<file path="src/rtl/cache_pkg.sv">
// Shared definitions for the cache and its line-refill engine: default
// geometry, the refill FSM state encoding and the line-offset width helper.
package cache_pkg;

  localparam int DEF_ADDR_WIDTH     = 12;
  localparam int DEF_DATA_WIDTH     = 32;
  localparam int DEF_WORDS_PER_LINE = 4;

  // Refill FSM states.
  typedef enum logic [1:0] {
    ST_IDLE = 2'd0,
    ST_REQ  = 2'd1,
    ST_WAIT = 2'd2,
    ST_DONE = 2'd3
  } refill_state_e;

  // Number of address bits that select a word within a line.
  function automatic int offset_width(input int words_per_line);
    return (words_per_line < 2) ? 1 : $clog2(words_per_line);
  endfunction

endpackage

</file>
<file path="src/rtl/refill_addr_gen.sv">
// Beat-to-address mapping for a line refill.
// Optional macro CACHE_REFILL_CRITICAL_WORD_FIRST_EN: when defined, the line
// is fetched starting at the requested word and wrapping around the line;
// when undefined, the line is fetched linearly from its base.
module refill_addr_gen
  import cache_pkg::*;
#(
  parameter int ADDR_WIDTH     = DEF_ADDR_WIDTH,
  parameter int WORDS_PER_LINE = DEF_WORDS_PER_LINE,
  localparam int OW            = offset_width(WORDS_PER_LINE)
) (
  input  logic [ADDR_WIDTH-1:0] line_base,
  input  logic [OW-1:0]         crit_off,
  input  logic [OW-1:0]         beat,
  output logic [ADDR_WIDTH-1:0] beat_addr,
  output logic                  is_last,
  output logic                  is_crit
);

  // WORDS_PER_LINE is a power of two, so the last beat is all ones.
  localparam logic [OW-1:0] LAST_BEAT = {OW{1'b1}};

  logic [OW-1:0] word_off_s;

  // Select the word offset within the line for the current beat; the
  // OW-bit add wraps modulo WORDS_PER_LINE by construction.
  always_comb begin
    word_off_s = beat;
`ifdef CACHE_REFILL_CRITICAL_WORD_FIRST_EN
    word_off_s = crit_off + beat;
`else
    word_off_s = beat;
`endif
  end

  // line_base has its offset bits cleared, so OR-ing in the offset never
  // carries into the upper address bits (no overflow at the top of memory).
  always_comb begin
    beat_addr = line_base | {{(ADDR_WIDTH-OW){1'b0}}, word_off_s};
    is_last   = (beat == LAST_BEAT);
    is_crit   = (word_off_s == crit_off);
  end

endmodule

</file>
<file path="src/rtl/cache_refill_engine.sv">
// Cache line refill engine. On a miss it reads the whole line from memory,
// one word per req/ack + valid transaction, writes each word into the cache
// data array, forwards the originally requested word as soon as it arrives
// and pulses fill_done when the line is complete.
// Optional macro CACHE_REFILL_CRITICAL_WORD_FIRST_EN selects critical-word-
// first ordering (handled entirely inside refill_addr_gen).
module cache_refill_engine
  import cache_pkg::*;
#(
  parameter int ADDR_WIDTH     = DEF_ADDR_WIDTH,
  parameter int DATA_WIDTH     = DEF_DATA_WIDTH,
  parameter int WORDS_PER_LINE = DEF_WORDS_PER_LINE
) (
  input  logic                  clk,
  input  logic                  rsta,
  input  logic                  miss_valid,
  output logic                  miss_ready,
  input  logic [ADDR_WIDTH-1:0] miss_addr,
  output logic                  mem_rd_req,
  output logic [ADDR_WIDTH-1:0] mem_rd_addr,
  input  logic                  mem_rd_ack,
  input  logic                  mem_rd_valid,
  input  logic [DATA_WIDTH-1:0] mem_rd_data,
  output logic                  fill_we,
  output logic [ADDR_WIDTH-1:0] fill_addr,
  output logic [DATA_WIDTH-1:0] fill_data,
  output logic                  crit_valid,
  output logic [DATA_WIDTH-1:0] crit_data,
  output logic                  fill_done,
  output logic                  busy
);

  localparam int OW = offset_width(WORDS_PER_LINE);
  localparam logic [OW-1:0] BEAT_ONE = OW'(1'b1);

  refill_state_e         state_r;
  logic [OW-1:0]         beat_r;
  logic [OW-1:0]         crit_off_r;
  logic [ADDR_WIDTH-1:0] line_base_r;

  logic [ADDR_WIDTH-1:0] beat_addr_s;
  logic                  is_last_s;
  logic                  is_crit_s;

  refill_addr_gen #(
    .ADDR_WIDTH    (ADDR_WIDTH),
    .WORDS_PER_LINE(WORDS_PER_LINE)
  ) u_addr_gen (
    .line_base(line_base_r),
    .crit_off (crit_off_r),
    .beat     (beat_r),
    .beat_addr(beat_addr_s),
    .is_last  (is_last_s),
    .is_crit  (is_crit_s)
  );

  // Refill sequencing: accept a miss, then alternate request/wait per beat.
  always_ff @(posedge clk) begin
    if (!rsta) begin
      state_r     <= ST_IDLE;
      beat_r      <= '0;
      crit_off_r  <= '0;
      line_base_r <= '0;
    end else begin
      case (state_r)
        ST_IDLE: begin
          if (miss_valid) begin
            line_base_r <= {miss_addr[ADDR_WIDTH-1:OW], {OW{1'b0}}};
            crit_off_r  <= miss_addr[OW-1:0];
            beat_r      <= '0;
            state_r     <= ST_REQ;
          end
        end
        ST_REQ: begin
          // Request and address stay put until memory accepts.
          if (mem_rd_ack) begin
            state_r <= ST_WAIT;
          end
        end
        ST_WAIT: begin
          if (mem_rd_valid) begin
            if (is_last_s) begin
              state_r <= ST_DONE;
            end else begin
              beat_r  <= beat_r + BEAT_ONE;
              state_r <= ST_REQ;
            end
          end
        end
        ST_DONE: begin
          state_r <= ST_IDLE;
        end
        default: begin
          state_r <= ST_IDLE;
        end
      endcase
    end
  end

  // Output decode from state; fill and critical-word forwarding are
  // combinational with the returning read data so the cache sees them at once.
  always_comb begin
    miss_ready  = 1'b0;
    busy        = 1'b0;
    mem_rd_req  = 1'b0;
    mem_rd_addr = '0;
    fill_we     = 1'b0;
    fill_addr   = '0;
    fill_data   = '0;
    crit_valid  = 1'b0;
    crit_data   = '0;
    fill_done   = 1'b0;
    case (state_r)
      ST_IDLE: begin
        miss_ready = 1'b1;
      end
      ST_REQ: begin
        busy        = 1'b1;
        mem_rd_req  = 1'b1;
        mem_rd_addr = beat_addr_s;
      end
      ST_WAIT: begin
        busy = 1'b1;
        if (mem_rd_valid) begin
          fill_we   = 1'b1;
          fill_addr = beat_addr_s;
          fill_data = mem_rd_data;
          if (is_crit_s) begin
            crit_valid = 1'b1;
            crit_data  = mem_rd_data;
          end else begin
            crit_valid = 1'b0;
            crit_data  = '0;
          end
        end else begin
          fill_we    = 1'b0;
          crit_valid = 1'b0;
        end
      end
      ST_DONE: begin
        busy      = 1'b1;
        fill_done = 1'b1;
      end
      default: begin
        busy = 1'b0;
      end
    endcase
  end

endmodule

</file>
<file path="config.mk">
export PLATFORM = sky130hd
export DESIGN_NAME = cache_refill_engine
export DESIGN_NICKNAME = d
export VERILOG_FILES = /design/src/rtl/cache_pkg.sv /design/src/rtl/refill_addr_gen.sv /design/src/rtl/cache_refill_engine.sv
export SDC_FILE = /design/constraint.sdc
export NUM_CORES = 1
export LEC_CHECK = 0
export ABC_AREA = 1
export ABC_CLOCK_PERIOD_IN_PS = 1600
export BUFFER_PORTS_ARGS = -buffer_cell sky130_fd_sc_hd__buf_2
export CAP_MARGIN = 25
export CORE_ASPECT_RATIO = 0.7
export CORE_MARGIN = 5
export CORE_UTILIZATION = 33
export CTS_BUF_LIST = sky130_fd_sc_hd__clkbuf_16
export CTS_CLUSTER_SIZE = 40
export DETAILED_ROUTE_END_ITERATION = 8
export GPL_ROUTABILITY_DRIVEN = 0
export PLACE_DENSITY = 0.8
export RECOVER_POWER = 50
export SYNTH_ARGS = -nofsm -noshare
export SYNTH_HDL_FRONTEND = slang
export SYNTH_SLANG_ARGS = --single-unit
</file>
<file path="constraint.sdc">
create_clock -name clk -period 1.6 [get_ports clk]
set_input_delay 0.32 -clock clk [delete_from_list [all_inputs] [get_ports clk]]
set_output_delay 0.32 -clock clk [all_outputs]
set_load 0.005 [all_outputs]
</file>
Word level (Yosys, flattened, before mapping)

Index checks and enable logic that the tools add are counted.

Word-level logic and storage cells: 47
Output and inout bits: 94
Bits of input ports: 49
Register bits after elaboration: 16

Multiplexer cells: 26
Reductions and logical operators: 6
Bitwise logic cells: 1
Add/subtract/negate cells: 1
Equal/unequal tests: 9

Operator list:

| operator              | count |
|---|---|
| $mux W32              | 5 |
| $mux W12              | 3 |
| $mux W2               | 7 |
| $or A12 B2 Y12        | 1 |
| $mux W1               | 9 |
| $ne A2 B2 Y1 const B  | 4 |
| $pmux W2 S4           | 1 |
| $eq A2 B2 Y1 const B  | 3 |
| $pmux W2 S2           | 1 |
| $reduce_and A4 Y1     | 1 |
| $reduce_and A3 Y1     | 1 |
| $reduce_or A3 Y1      | 1 |
| $add A2 B1 Y2 const B | 1 |
| $eq A2 B1 Y1 const B  | 1 |
| $eq A2 B2 Y1          | 1 |
| $logic_not A2 Y1      | 1 |
| $reduce_and A2 Y1     | 1 |
| $reduce_bool A2 Y1    | 1 |

Longest topological paths before layout

Depth in word-level cells: 4
Mapped depth: 6
Mapped depth without buffers: 6

Cells and area by module

Synthesis repeated with hierarchy kept, for this count alone.

Cells, all modules: 268
Area, all modules: 1462.7 um^2

Modules (own cells, without submodules):

| module              | seq. area each (um^2) | area each (um^2) | times used | cells each |
|---|---|---|---|---|
| cache_refill_engine | 320.3                 | 1326.3           | 1          | 243 |
| refill_addr_gen     | 0.0                   | 136.4            | 1          | 25 |

Worst setup path after synthesis

OpenSTA, ideal clock, no wires.

Path kind: reg-to-output
Start: register state_r[1]
End: output port crit_data[22]
Data required time: 1.280 ns
Buffers on the path: 1
Cell stages (with the launch flop): 6
Arrival: 1.034 ns
Path slack: 0.246 ns
Cell sequence: dfxtp_1 nand2_2 nor2_4 nand3_2 buf_2 nor2_1

Word-level cells in the longest chain between the ends: 2

RTL lines:

| item                     | RTL line                   | RTL |
|---|---|---|
| start: declaration       | cache_refill_engine.sv:36  | `refill_state_e state_r;` |
| start signal: assignment | cache_refill_engine.sv:60  | `state_r <= ST_IDLE;` |
| start signal: assignment | cache_refill_engine.sv:71  | `state_r <= ST_REQ;` |
| start signal: assignment | cache_refill_engine.sv:77  | `state_r <= ST_WAIT;` |
| $eq A2 B2 Y1             | cache_refill_engine.sv:113 | `case (state_r)` |
| $mux W32                 | cache_refill_engine.sv:113 |  |
| end: declaration         | cache_refill_engine.sv:28  | `output logic [DATA_WIDTH-1:0] crit_data,` |

Every way passes these cells.

Final worst setup path

Start: register state_r[0]
End: output port crit_data[15]

The elaborated chain is that of the path after synthesis.

==> impl_metrics.prom <==
# TYPE chip_impl_metric gauge
chip_impl_info{name="outcome",value="complete, but fails checks"} 1
chip_impl_info{name="failing_checks",value="setup timing"} 1
chip_impl_info{name="critical_setup_path_class",value="reg -> out"} 1
chip_impl_metric{name="clock_net_sink_count",unit=""} 16
chip_impl_metric{name="die_area",unit="um2"} 4990
chip_impl_metric{name="placement_rows",unit=""} 18
chip_impl_metric{name="max_clock_freq",unit="MHz"} 571
chip_impl_metric{name="fin_nets",unit=""} 426
chip_impl_metric{name="yosysWarningCount",unit=""} 0
chip_impl_metric{name="initial_standard_cell_utilization_of_the_core",unit=""} 0.342
chip_impl_info{name="synth_area_leaders",value="nor2_1 (31%), dfxtp_1 (27%), inv_1 (16%), a21oi_1 (5.0%), o21ai_0 (4.6%)"} 1
chip_impl_metric{name="cts.hold.buffers_added",unit=""} 0
chip_impl_metric{name="worstPathRequired",unit="ns"} 1.28
chip_impl_metric{name="cells_on_worst_hold_path",unit=""} 3
chip_impl_metric{name="synth_seq_area_share",unit=""} 0.265
chip_impl_metric{name="num-fill-cells",unit=""} 341
chip_impl_metric{name="via_count_of_the_routed_design",unit=""} 1839
chip_impl_metric{name="drt_iter0_drc",unit=""} 45
chip_impl_metric{name="power",unit="uW"} 1850
chip_impl_metric{name="grt_util_all_layers",unit=""} 0.173
chip_impl_metric{name="pin_count",unit=""} 143
chip_impl_metric{name="final_min_period_over_clock_period",unit=""} 1.10
chip_impl_metric{name="power.density",unit="nW/um2"} 801
chip_impl_metric{name="report.final.slew_viol_count",unit=""} 0
chip_impl_metric{name="grt_max_degree",unit=""} 45
chip_impl_metric{name="synth_top_area_share",unit=""} 0.314
chip_impl_metric{name="detail_route.drc_violations",unit=""} 0
chip_impl_metric{name="cts_max_level",unit=""} 1
chip_impl_metric{name="drt_antenna_net_count",unit=""} 0
chip_impl_info{name="crit_path_start_kind",value="register"} 1
chip_impl_info{name="mostFrequentLayoutCell",value="buf_2"} 1
chip_impl_metric{name="synthDistinctLibCells",unit=""} 18
chip_impl_metric{name="post_drt_via_cell_ratio",unit=""} 4.33
chip_impl_metric{name="ir_worst_vdd",unit="V"} 0.000815
chip_impl_metric{name="avgSynthCellArea",unit="um2"} 5.28
chip_impl_metric{name="count_of_inserted_antenna_diode_cells",unit=""} 0
chip_impl_metric{name="r2r.worst_path.cells",unit=""} 7
chip_impl_metric{name="routedWlPerCell",unit="um"} 12.4
chip_impl_metric{name="sum_of_negative_setup_slack",unit="ns"} -5.11
chip_impl_metric{name="clkLatencyLatePin",unit="ns"} 0.24
chip_impl_metric{name="max_slew_margin",unit=""} 0.752
chip_impl_metric{name="pre_cts_ws",unit="ns"} -0.0686
chip_impl_info{name="layout_common_cells",value="buf_2 (139), nor2_1 (82), inv_1 (51)"} 1
chip_impl_metric{name="power_leakage",unit="uW"} 0.00150
chip_impl_info{name="cts_tree",value="built"} 1
chip_impl_metric{name="cts.path.max_buffers",unit=""} 2
chip_impl_metric{name="area_growth_syn_to_layout",unit="%"} 90.7
chip_impl_metric{name="cts-buffers-inserted",unit=""} 3
chip_impl_metric{name="synth_cells",unit=""} 229
chip_impl_info{name="timing.hold.worst.class",value="in -> reg"} 1
chip_impl_metric{name="first_pass_iters",unit=""} 4
chip_impl_metric{name="fin_skew",unit="ns"} 0.00113
chip_impl_metric{name="wire_length_of_the_first_global_routing_pass",unit="um"} 6820
chip_impl_metric{name="tightestPinTransition",unit="ns"} 0.372
chip_impl_metric{name="vias_in_the_first_global_route",unit=""} 1603
chip_impl_metric{name="postSynthNetCount",unit=""} 279
chip_impl_metric{name="die_height",unit="um"} 60.6
chip_impl_metric{name="placement.io_buffers",unit=""} 142
chip_impl_info{name="rsz_0062_raised_after_global_routing",value="true"} 1
chip_impl_metric{name="detailedPlacementHpwl",unit="um"} 3590
chip_impl_metric{name="arrival",unit="ns"} 1.43
chip_impl_metric{name="timing.critical_path.fanout_max",unit=""} 17
chip_impl_metric{name="synth-seq-cells",unit=""} 16
chip_impl_metric{name="final_core_utilization",unit=""} 0.652
chip_impl_metric{name="timing.max_cap.violations",unit=""} 0
chip_impl_metric{name="grt_overflow",unit=""} 0
chip_impl_metric{name="finalHoldViolCount",unit=""} 0
chip_impl_metric{name="core_region_area",unit="um2"} 3540
chip_impl_metric{name="drive_above_1_share",unit=""} 0.496
chip_impl_metric{name="total_standard_cell_area_after_synthesis",unit="um2"} 1210
chip_impl_info{name="end_kind",value="output pin"} 1
chip_impl_info{name="clock-root-buffer",value="clkbuf_16"} 1
chip_impl_metric{name="routed_wl",unit="um"} 5270
chip_impl_info{name="synth_top_cell_by_area",value="nor2_1"} 1
chip_impl_metric{name="timing.final.ws_setup",unit="ns"} -0.153
chip_impl_metric{name="path_clk_slew",unit="ns"} 0.05
chip_impl_metric{name="grt_antenna_before_repair",unit=""} 0
chip_impl_metric{name="final_worst_path_period_need",unit="ns"} 1.75
chip_impl_metric{name="setup_viols_final",unit=""} 67
chip_impl_metric{name="die_x",unit="um"} 82.3
[metrics by stage]
step	hold slack [ns]	instance area (um2)	std cells
floorplan	0.450	1210	229
global placement	0.463	1980	415
detailed placement	0.470	1980	415
CTS	0.334	2170	423
global route	0.367	2300	425
finish	0.337	2300	425
[cells by family after synthesis]
family,count (synthesis),share of synthesized area
simple gates,120,0.395
xor+xnor,2,0.0145
compound gates,24,0.0994
flops,16,0.265
fa+ha+maj,1,0.0104
buf+inv,66,0.215
[cell usage after synthesis (all sizes together)]
library cell and count:
a21oi 12, ha 1, buf 10, nand2 11, o21ai 12, nand3b 1
inv 55, nand3 5, nor2 103, xnor2 2, clkbuf 1, dfxtp 16
[worst max-delay path: stages, from the launching register on]
cell and delay (ns):
dfxtp_2 0.32, inv_2 0.07, nand2_4 0.05, nor2_4 0.09
buf_6 0.11, nand3_4 0.14, buf_12 0.20, nor2_2 0.08
buf_2 0.13
[repair_timing]
item,in CTS,in global routing
setup endpoints to repair,90,79
resized for setup,16,35
pin swaps,0,1
setup buffers,2,1
gates cloned,2,2
[final cells by class]
type                            instances  area [um2]  share of cell area
Clock buffer                            3        75.1              0.0326
Clock inverter                          1        3.75             0.00163
Inverter                               55         224              0.0972
Multi-Input combinational cell        147         758               0.329
Sequential cell                        16         323               0.140
Tap cell                               50        62.6              0.0271
Timing Repair Buffer                  151         841               0.365
Timing Repair inverter                  2        17.5             0.00760
[state kept, by name (all words and copies together), names as in the netlist]
name         count
line_base_r     10
crit_off_r       2
beat_r           2
state_r          2
[worst paths after layout]
| kind | startpoint | endpoint | slack (ns) |
|---|---|---|---|
| max reg2reg | state_r[1] | crit_off_r[1] | 0.14 |
| max | state_r[0] | crit_data[15] | -0.15 |
| min | miss_addr[0] | crit_off_r[0] | 0.34 |
| min reg2reg | line_base_r[8] | line_base_r[8] | 0.47 |
[report_power, final]
group	switching (uW)	total, uW	internal (uW)
sequential	40.9	515	474
clock	149	480	331
combinational	501	851	350
[layer usage]
layer	up-vias	wire length, um	global-route usage
met5	-	0	0
met4	0	8	0.0261
met3	2	409	0.0504
met2	72	2710	0.305
met1	814	2140	0.214
li1	951	-	-
(Power assumes the default switching activity.)
